--- src/rtl/mix_pkg.sv ---
// Shared types and defaults for the multi-channel clip mixer.
package mix_pkg;

    typedef enum logic [2:0] {
        ST_IDLE,
        ST_LEN,
        ST_READ,
        ST_SCALE,
        ST_SUM,
        ST_PLAY
    } state_t;

    localparam int LANE_W     = 16;
    localparam int N_CH_DEF   = 4;
    localparam int GAIN_W_DEF = 8;
    localparam int REPEAT_DEF = 2;

    // Index of the lowest set bit; callers zero-extend their mask to 8 bits.
    function automatic logic [2:0] lowest_set(input logic [7:0] mask);
        logic [2:0] idx;
        idx = 3'd0;
        for (int i = 7; i >= 0; i--) begin
            if (mask[i]) idx = 3'(i);
        end
        return idx;
    endfunction

endpackage

--- src/rtl/mix_lane_sat.sv ---
// One audio lane: gain scaling of a sample and saturation of the mixed sum.
module mix_lane_sat
    import mix_pkg::*;
#(
    parameter int GAIN_W = GAIN_W_DEF,
    parameter int ACC_W  = LANE_W + 3
) (
    input  logic signed [LANE_W-1:0] sample_i,
    input  logic        [GAIN_W-1:0] gain_i,
    input  logic signed [ACC_W-1:0]  acc_i,
    output logic signed [LANE_W:0]   scaled_o,
    output logic signed [LANE_W-1:0] sat_o
);
    localparam logic signed [ACC_W-1:0] MAX_V = ACC_W'(2 ** (LANE_W - 1) - 1);
    localparam logic signed [ACC_W-1:0] MIN_V = ACC_W'(-(2 ** (LANE_W - 1)));

    logic signed [LANE_W+GAIN_W:0] product;

    // Gain is Q1.(GAIN_W-1) so the scaled lane can reach nearly twice full scale.
    always_comb begin
        product  = sample_i * $signed({1'b0, gain_i});
        scaled_o = (LANE_W + 1)'(product >>> (GAIN_W - 1));
    end

    always_comb begin
        if (acc_i > MAX_V) begin
            sat_o = 16'sh7FFF;
        end else if (acc_i < MIN_V) begin
            sat_o = -16'sh8000;
        end else begin
            sat_o = acc_i[LANE_W-1:0];
        end
    end

endmodule

--- src/rtl/mix_engine.sv ---
// Clip mixer: fetches per-channel samples from SDRAM, scales, sums with
// saturation and presents each mixed frame REPEAT times on the audio port.
module mix_engine
    import mix_pkg::*;
#(
    parameter int N_CH   = N_CH_DEF,
    parameter int ADDR_W = 23,
    parameter int GAIN_W = GAIN_W_DEF,
    parameter int REPEAT = REPEAT_DEF
) (
    input  logic                          i_clk,
    input  logic                          i_rst,
    input  logic [N_CH-1:0]               ch_start,
    input  logic [N_CH-1:0]               ch_stop,
    input  logic [N_CH-1:0][ADDR_W-1:0]   ch_base,
    input  logic [N_CH-1:0][GAIN_W-1:0]   ch_gain,
    output logic                          mix_busy,
    output logic                          mix_done,
    output logic [N_CH-1:0]               ch_active,
    output logic                          mix_read,
    output logic [ADDR_W-1:0]             mix_addr,
    input  logic [31:0]                   mix_readdata,
    input  logic                          mix_sdram_finished,
    output logic                          mix_audio_valid,
    output logic [31:0]                   mix_audio_data,
    input  logic                          mix_audio_ready
);
    localparam int CH_W  = (N_CH > 1) ? $clog2(N_CH) : 1;
    localparam int ACC_W = LANE_W + $clog2(N_CH) + 1;
    localparam int RPT_W = (REPEAT > 1) ? $clog2(REPEAT) : 1;

    state_t                  state_q, state_d;
    logic [N_CH-1:0]         pending_q, pending_d, active_q, active_d;
    logic [ADDR_W-1:0]       base_q [N_CH];
    logic [ADDR_W-1:0]       ptr_q  [N_CH];
    logic [ADDR_W-1:0]       end_q  [N_CH];
    logic [31:0]             samp_q [N_CH];
    logic [CH_W-1:0]         cur_ch_q, ch_q, nxt_ch;
    logic                    rd_q;
    logic [ADDR_W-1:0]       addr_q;
    logic signed [ACC_W-1:0] acc_q [2];
    logic [31:0]             data_q;
    logic [RPT_W-1:0]        hs_q;
    logic                    done_q;

    logic [N_CH-1:0]         pend_now, act_now, pend_after, cur_mask;
    logic                    rd_done, len_keep, last_ch, last_hs, launch_len, rd_issue, rd_step;
    logic [ADDR_W-1:0]       len_w;
    logic [31:0]             cur_samp;
    logic signed [LANE_W:0]   scaled [2];
    logic signed [ACC_W-1:0]  scaled_ext [2];
    logic signed [LANE_W-1:0] sat [2];

    assign pend_now   = pending_q & ~ch_stop;
    assign act_now    = active_q & ~ch_stop;
    assign cur_mask   = N_CH'(1) << cur_ch_q;
    assign pend_after = pend_now & ~cur_mask;
    assign rd_done    = rd_q & mix_sdram_finished;
    assign len_w      = mix_readdata[ADDR_W-1:0];
    // A stop during the header read removes the pending bit, so the header is dropped.
    assign len_keep   = pend_now[cur_ch_q];
    assign last_ch    = (ch_q == CH_W'(N_CH - 1));
    assign last_hs    = mix_audio_ready && (hs_q == RPT_W'(REPEAT - 1));
    assign rd_issue   = (state_q == ST_READ) && !rd_q && act_now[ch_q];
    assign rd_step    = (state_q == ST_READ) && (rd_q ? mix_sdram_finished : !act_now[ch_q]);
    assign launch_len = (state_d == ST_LEN) && ((state_q != ST_LEN) || rd_done);
    assign cur_samp   = samp_q[ch_q];

    generate
        for (genvar gi = 0; gi < 2; gi++) begin : g_lane
            mix_lane_sat #(.GAIN_W(GAIN_W), .ACC_W(ACC_W)) u_lane (
                .sample_i (cur_samp[31-LANE_W*gi -: LANE_W]),
                .gain_i   (ch_gain[ch_q]),
                .acc_i    (acc_q[gi]),
                .scaled_o (scaled[gi]),
                .sat_o    (sat[gi])
            );
            assign scaled_ext[gi] = {{(ACC_W-LANE_W-1){scaled[gi][LANE_W]}}, scaled[gi]};
        end
    endgenerate

    always_comb begin
        pending_d = pend_now;
        active_d  = act_now;
        if (state_q == ST_LEN && rd_done) begin
            pending_d           = pend_after;
            active_d[cur_ch_q]  = len_keep && (len_w != '0);
        end
        if (rd_step && rd_q && act_now[ch_q] && (ptr_q[ch_q] + ADDR_W'(1) == end_q[ch_q])) begin
            active_d[ch_q] = 1'b0;
        end
        pending_d = pending_d | (ch_start & ~ch_stop);
    end

    always_ff @(posedge i_clk) begin
        if (i_rst) state_q <= ST_IDLE;
        else       state_q <= state_d;
    end

    always_comb begin
        state_d = state_q;
        nxt_ch  = CH_W'(lowest_set(8'(pend_now)));
        case (state_q)
            ST_IDLE:  if (|pend_now) state_d = ST_LEN;
            ST_LEN: begin
                if (rd_done) begin
                    nxt_ch = CH_W'(lowest_set(8'(pend_after)));
                    if (|pend_after)    state_d = ST_LEN;
                    else if (|active_d) state_d = ST_READ;
                    else                state_d = ST_IDLE;
                end
            end
            ST_READ:  if (rd_step && last_ch) state_d = ST_SCALE;
            ST_SCALE: if (last_ch) state_d = ST_SUM;
            ST_SUM:   state_d = ST_PLAY;
            ST_PLAY: begin
                if (last_hs) begin
                    if (|pend_now)     state_d = ST_LEN;
                    else if (|act_now) state_d = ST_READ;
                    else               state_d = ST_IDLE;
                end
            end
            default:  state_d = ST_IDLE;
        endcase
    end

    always_comb begin
        mix_busy        = (state_q != ST_IDLE);
        mix_audio_valid = (state_q == ST_PLAY);
    end

    assign mix_done       = done_q;
    assign ch_active      = active_q;
    assign mix_read       = rd_q;
    assign mix_addr       = rd_q ? addr_q : '0;
    assign mix_audio_data = data_q;

    always_ff @(posedge i_clk) begin
        if (i_rst) begin
            pending_q <= '0;
            active_q  <= '0;
            cur_ch_q  <= '0;
            ch_q      <= '0;
            rd_q      <= 1'b0;
            addr_q    <= '0;
            data_q    <= '0;
            hs_q      <= '0;
            done_q    <= 1'b0;
            acc_q[0]  <= '0;
            acc_q[1]  <= '0;
            for (int i = 0; i < N_CH; i++) begin
                base_q[i] <= '0;
                ptr_q[i]  <= '0;
                end_q[i]  <= '0;
                samp_q[i] <= '0;
            end
        end else begin
            pending_q <= pending_d;
            active_q  <= active_d;
            done_q    <= (state_d == ST_IDLE) && (state_q == ST_LEN || state_q == ST_PLAY);
            for (int i = 0; i < N_CH; i++) begin
                if (ch_start[i]) base_q[i] <= ch_base[i];
            end
            if (rd_done) rd_q <= 1'b0;
            if (state_q == ST_LEN && rd_done && len_keep) begin
                ptr_q[cur_ch_q] <= addr_q + ADDR_W'(1);
                end_q[cur_ch_q] <= addr_q + ADDR_W'(1) + len_w;
            end
            if (launch_len) begin
                cur_ch_q <= nxt_ch;
                addr_q   <= base_q[nxt_ch];
                rd_q     <= 1'b1;
            end
            if (rd_issue) begin
                addr_q <= ptr_q[ch_q];
                rd_q   <= 1'b1;
            end
            // Data of a channel stopped mid-read is replaced by silence.
            if (rd_step) begin
                samp_q[ch_q] <= (rd_q && act_now[ch_q]) ? mix_readdata : '0;
                if (rd_q && act_now[ch_q]) ptr_q[ch_q] <= ptr_q[ch_q] + ADDR_W'(1);
                ch_q <= last_ch ? '0 : ch_q + CH_W'(1);
            end
            if (state_q == ST_SCALE) begin
                for (int l = 0; l < 2; l++) begin
                    acc_q[l] <= ((ch_q == '0) ? '0 : acc_q[l]) + scaled_ext[l];
                end
                ch_q <= last_ch ? '0 : ch_q + CH_W'(1);
            end
            if (state_q == ST_SUM) data_q <= {sat[0], sat[1]};
            if (state_q == ST_PLAY && mix_audio_ready) hs_q <= last_hs ? '0 : hs_q + RPT_W'(1);
        end
    end

endmodule

--- config.mk ---
export PLATFORM = sky130hd
export DESIGN_NAME = mix_engine
export DESIGN_NICKNAME = d
export VERILOG_FILES = /design/src/rtl/mix_pkg.sv /design/src/rtl/mix_lane_sat.sv /design/src/rtl/mix_engine.sv
export SDC_FILE = /design/constraint.sdc
export NUM_CORES = 2
export LEC_CHECK = 0
export CAP_MARGIN = 20
export CELL_PAD_IN_SITES_DETAIL_PLACEMENT = 1
export CELL_PAD_IN_SITES_GLOBAL_PLACEMENT = 2
export CORE_UTILIZATION = 40
export CTS_CLUSTER_DIAMETER = 30
export DETAILED_ROUTE_END_ITERATION = 10
export HOLD_SLACK_MARGIN = 0.15
export PLACE_DENSITY_LB_ADDON = 0.1
export SLEW_MARGIN = 30
export SYNTH_ARGS = -nofsm -noshare
export SYNTH_HDL_FRONTEND = slang
export SYNTH_SLANG_ARGS = --single-unit
--- constraint.sdc ---
create_clock -name i_clk -period 10.9 [get_ports i_clk]
set_input_delay 2.18 -clock i_clk [delete_from_list [all_inputs] [get_ports i_clk]]
set_output_delay 2.18 -clock i_clk [all_outputs]
set_load 0.1 [all_outputs]
Word level (Yosys, flattened, before mapping)
Memory sizes are Yosys's and may differ from the RTL's. A register that Yosys moved wholly into a read port is not among the register bits.
Cells that the tools add are included.
{ "totals": {"register_bits": 73, "latch_bits": 0, "ramBits": 442, "mem_bits_ro": 0, "inputBits": 168, "mem_count": 5} }
{ "classes": {"n_addsub": 7, "multipliers": 2, "div": 0, "magnitude_cmp": 8, "eq_ne": 9, "shifts": 1, "n_mux": 103, "n_bitwise": 16, "reduce_logical": 37} }
{ "memory_table": {"columns": ["name", "words", "width", "read_ports", "rd_clocked_by_memory_dff", "wr", "line", "source"], "rows": [
  ["samp_q", 4, 32, 1, 1, 4, "mix_engine.sv:37", "logic [31:0] samp_q [N_CH];"],
  ["base_q", 4, 23, 1, 0, 4, "mix_engine.sv:34", "logic [ADDR_W-1:0] base_q [N_CH];"],
  ["end_q", 4, 23, 1, 1, 4, "mix_engine.sv:36", "logic [ADDR_W-1:0] end_q [N_CH];"],
  ["ptr_q", 4, 23, 1, 1, 4, "mix_engine.sv:35", "logic [ADDR_W-1:0] ptr_q [N_CH];"],
  ["acc_q", 2, 19, 2, 0, 2, "mix_engine.sv:41", "logic signed [ACC_W-1:0] acc_q [2];"]
]} }
{ "ops": {"columns": ["operator", "count"], "rows": [
  ["23-bit two-way mux", 10],
  ["19-bit two-way mux", 4],
  ["23-bit OR reduction", 3],
  ["16-bit two-way mux", 4],
  ["32-bit two-way mux", 2],
  ["2-bit two-way mux", 27],
  ["16-bit by 9-bit multiplier with 24-bit output", 2],
  ["23-bit by 1-bit adder with 23-bit output (second input constant)", 2],
  ["1-bit two-way mux", 40],
  ["19-bit adder", 2],
  ["19-bit by 16-bit > comparator with 1-bit output (second input constant)", 2],
  ["19-bit by 16-bit less-than comparator with 1-bit output (second input constant)", 2],
  ["32-bit OR reduction", 1],
  ["23-bit adder", 1],
  ["23-bit equality test", 1],
  ["23-bit nonzero test", 1],
  ["4-bit bitwise AND", 5],
  ["3-bit case mux with 6 select lines", 1],
  ["1-bit logical AND", 17],
  ["8-bit binary-select mux with 2-bit select", 1],
  ["4-bit OR reduction", 4],
  ["3-bit two-way mux", 5],
  ["4-bit two-way mux", 3],
  ["4-bit inverter", 3],
  ["23 further kinds", 40]
]} }

Longest topological paths before layout
{ "depth": {"ltp_word": 20, "ltp_mapped": 43, "ltp_nobuf": 35} }

Cells and area by module
A second synthesis with hierarchy kept.
{ "unflattened": {"hier_cells": 3307, "area_unflattened_um2": 35059.9} }
{ "by_module_without_submodules": {"columns": ["module", "instances", "cells_per_inst", "area_per_inst_um2"], "rows": [
  ["mix_engine", 1, 2247, 26071.3],
  ["mix_lane_sat at g_lane[1].u_lane", 1, 534, 4498.1],
  ["mix_lane_sat at g_lane[0].u_lane", 1, 526, 4490.6]
]} }

Worst setup path after synthesis
No wires, ideal clock.
{ "synth_path": {"kind": "input to register", "startpoint": "in ch_gain[8] (netlist name)", "endpoint": "mem acc_q[0][18] (netlist name), data pin", "setup_time_ns": 0.147, "arrival_ns": 9.170, "t_required_ns": 10.753, "setup_slack_ns": 1.583, "cell_stages": 34, "n_path_buf": 2, "cell_sequence": "mux4_2 > clkbuf_1 > clkbuf_1 > nand2_1 > fa_1 > inv_1 > fa_1 > fa_1 > inv_1 > fa_1 > inv_1 > ha_1 > a21o_1 > a21oi_1 > o221ai_1 > a311oi_2 > nor2_1 > and2_1 > o21ai_0 > nand2b_1 > a21o_1 > a21oi_1 > xnor2_1 > ha_1 > a21o_1 > nand2_1 > o21ai_0 > a211o_1 > a31oi_1 > o21ai_0 > nor2_1 > a221oi_2 > a21o_1 > a21oi_1"} }
{ "synth_rtl": {"columns": ["element", "line", "source"], "rows": [
  ["start, declared", "mix_engine.sv:16", "input logic [N_CH-1:0][GAIN_W-1:0] ch_gain,"],
  ["end, declared", "mix_engine.sv:41", null]
]} }

==> impl_metrics.yaml <==
run_status:
  status: "completed"
clock_network:
  cts-buffers-inserted: 136
  insertion_delay_ps: 720
  holdBufCountCts: 0
  cts-root-buf: "clkbuf_16"
  cts_setup_buffers: 0
  cts.clk_slew.worst_paths_ps: 40
  clkSinkCount: 517
  htree_levels: 4
  clock_path_buffers: 3
  cts_resized: 0
  cts_tree: "built"
timing:
  setup_viol: 0
  slew_violations: 0
  fin_ws_ps: 838
  max_freq_mhz: 99.4
  min_period_over_period_pct: 92.3
  max-slew-margin-rel_pct: 30.9
  holdWs_ps: 446
  finalSetupTns_ps: 0
  period_minus_slack_ps: 10060
  finClkSkew_ps: 32.7
  worst_pin_slew_ps: 1030
  rsz0062_at_grt: "no"
  hold_violations: 0
critical_path:
  crit_path_end_kind: "register"
  worstPathRequired_ps: 11330
  crit_arrival_ps: 10490
  cp-start-kind: "input port"
  cpPeakStageDelay_ps: 590
  cp_slowest_cell: "o21ai_2"
  cp_top_family: "compound AO/OA/AOI/OAI gates"
  crit_fanout: 11
  crit_type: "input port to register"
  crit_buf_inv: 7
  path_common_cell: "inv_1"
grt:
  grt_pass1_wl_um: 172000
  grt_max_degree: 71
  grt_use_total_pct: 25.6
  grt_pass1_vias: 29199
  grt_overflow_total: 0
  antenna_found_initial: 3
finish:
  drive_above_1_share_pct: 10.9
  regArea_mm2: 0.0148
  nets: 4119
  final_cells: 4853
  n_fill_cell: 9216
  multi_input_area_mm2: 0.0180
  area_delta_synth_final_pct: 23.2
  n_antenna_cell: 0
power_and_ir_drop:
  leakagePower_nw: 17.7
  power_mw: 8.12
  peakVddDrop_v: 0.000157
  p_per_area_mw_per_mm2: 189
die:
  pin_count: 231
  fp.dieW_um: 297
  start_util_pct: 40.6
  core-area_mm2: 0.0858
  die_h_um: 297
  die_area_mm2: 0.0884
  row_count: 107
yosys:
  synth-async-reset-ratio_pct: 0
  netlist_area_mm2: 0.0349
  avgSynthCellArea_um2: 10.4
  ys_seq_area_share_pct: 42.4
  postSynthCellCount: 3339
  ys_warn_count: 0
  yosys_register_bits: 517
  synth_edf_count: 442
  synth-main-ff-cell: "edfxtp_1"
  synth_cell_type_count: 80
  synthesis.nets: 3860
routing:
  route.detailed.drc: 0
  drt_iter0_markers: 1187
  vias_per_cell: 5.31
  routed_wl_um: 111000
  drtAntennaViolNets: 0
  drt_pass1_iterations: 5
  num_vias: 25746
  wl_per_cell_um: 22.9
placement:
  port_buffers: 230
  dp_slack_ps: 63.6
  gp_congestion: 0.874
  dp_hpwl_um: 80900
  dp.cells: 4603
flow_run:
  maxCapViolCount: 0
min_path:
  min_path_type: "register to register"
[cells in the final DEF (no fill, tap or decap), types with 19 or more instances in the layout]
cell type,synthesis,layout
nor2b_1,110,110
and3_1,22,22
inv_1,390,390
clkbuf_16,0,138
nor3_1,46,44
a21o_1,19,19
nor2_1,459,457
fa_1,201,201
clkdlybuf4s50_1,0,229
edfxtp_1,442,442
mux4_2,67,67
buf_4,3,43
ha_1,152,152
dfxtp_1,75,71
and2_1,150,150
clkbuf_1,118,19
a21oi_1,149,146
xor2_1,71,71
nand2_1,298,295
clkinv_2,0,21
a211oi_1,80,80
o21a_1,23,23
mux2_2,19,19
clkinv_1,0,22
nand3_1,38,38
xnor2_1,74,74
nand2b_1,30,24
mux2i_1,45,45
o21ai_0,72,71
[cells by family after synthesis]
family	Yosys count	share of synthesized area [%]
mux	137	6.64
fa+ha+maj	353	17.0
compound gates	413	7.43
xor+xnor	150	3.89
flops	517	42.4
simple gates	1226	16.6
buf+inv	543	6.11
[sequential cells by signal (all words and copies together) (netlist names), 2 cells and up, named ones only]
register,count
ptr_q,92
end_q,92
samp_q,128
addr_q,23
base_q,92
acc_q,38
state_q,3
pending_q,4
ch_q,2
ch_active,4
cur_ch_q,2
mix_audio_data,32
[cell type report]
class	instances	area share (%)
Clock buffer	164	8.43
Clock inverter	85	2.23
Inverter	391	3.42
Multi-Input combinational cell	2279	42.0
Sequential cell	517	34.4
Tap cell	1144	3.33
Timing Repair Buffer	273	6.15
[worst min-delay path, stage by stage, from the launching register on]
cell     delay, ps
dfxtp_1        300
nand2_1         50
a21oi_1         50
[worst paths after layout]
kind / from / endpoint / slack (ps) / depth (start not counted)
worst max-delay path: ch_gain[30] / acc_q[0][37] / 840 / 33
worst min-delay path: mix_audio_data[21] / mix_audio_data[21] / 450 / 2
worst max register to register: ch_q[0] / acc_q[0][37] / 1490 / 33
worst min register to register: mix_audio_data[21] / mix_audio_data[21] / 450 / 2
[layer usage]
layer	wire length [um]	global-route usage, %
met1	44200	29.8
met2	58200	46.8
met3	4720	4.08
met4	3960	10.3
met5	28	0
[synthesized netlist by cell type (5+ instances only)]
cell type	instances	area, um2
mux4_2	67	1510
nand2_1	298	1120
buf_2	19	95.1
xor2_1	71	622
mux2_2	19	214
a22oi_1	5	37.5
or2_2	11	68.8
edfxtp_1	442	13300
mux2i_1	45	450
nor4_1	12	75.1
o211ai_1	7	52.6
and2_1	150	938
o21bai_1	13	97.6
a31oi_1	9	56.3
ha_1	152	1900
dfxtp_1	75	1500
mux4_1	5	131
and3_1	22	138
nor2b_1	110	688
buf_1	8	30.0
nor2_1	459	1720
a21oi_1	149	746
xnor2_1	74	648
clkbuf_1	118	443
nor3_1	46	230
or3_1	12	75.1
a211oi_1	80	601
fa_1	201	4020
nand3_2	6	60.1
nand2b_1	30	188
nand3_1	38	190
nand4_1	11	68.8
o21ai_0	72	360
a21o_1	19	143
o21a_1	23	173
inv_1	390	1460
[power by group]
| part | internal, mW | switching, mW |
|---|---|---|
| clock network | 2.71 | 1.26 |
| registers | 2.24 | 0.0464 |
| logic | 0.736 | 1.13 |
[stage by stage]
stage / area, um2 / utilization (%)
after floorplan: 34900 / -
after global placement: 38300 / 44.6
after detailed placement: 38300 / 44.7
after CTS: 42900 / 50.0
after global routing: 43000 / 50.1
final: 43000 / 50.1
No activity file was read; power rests on OpenSTA's default activity.
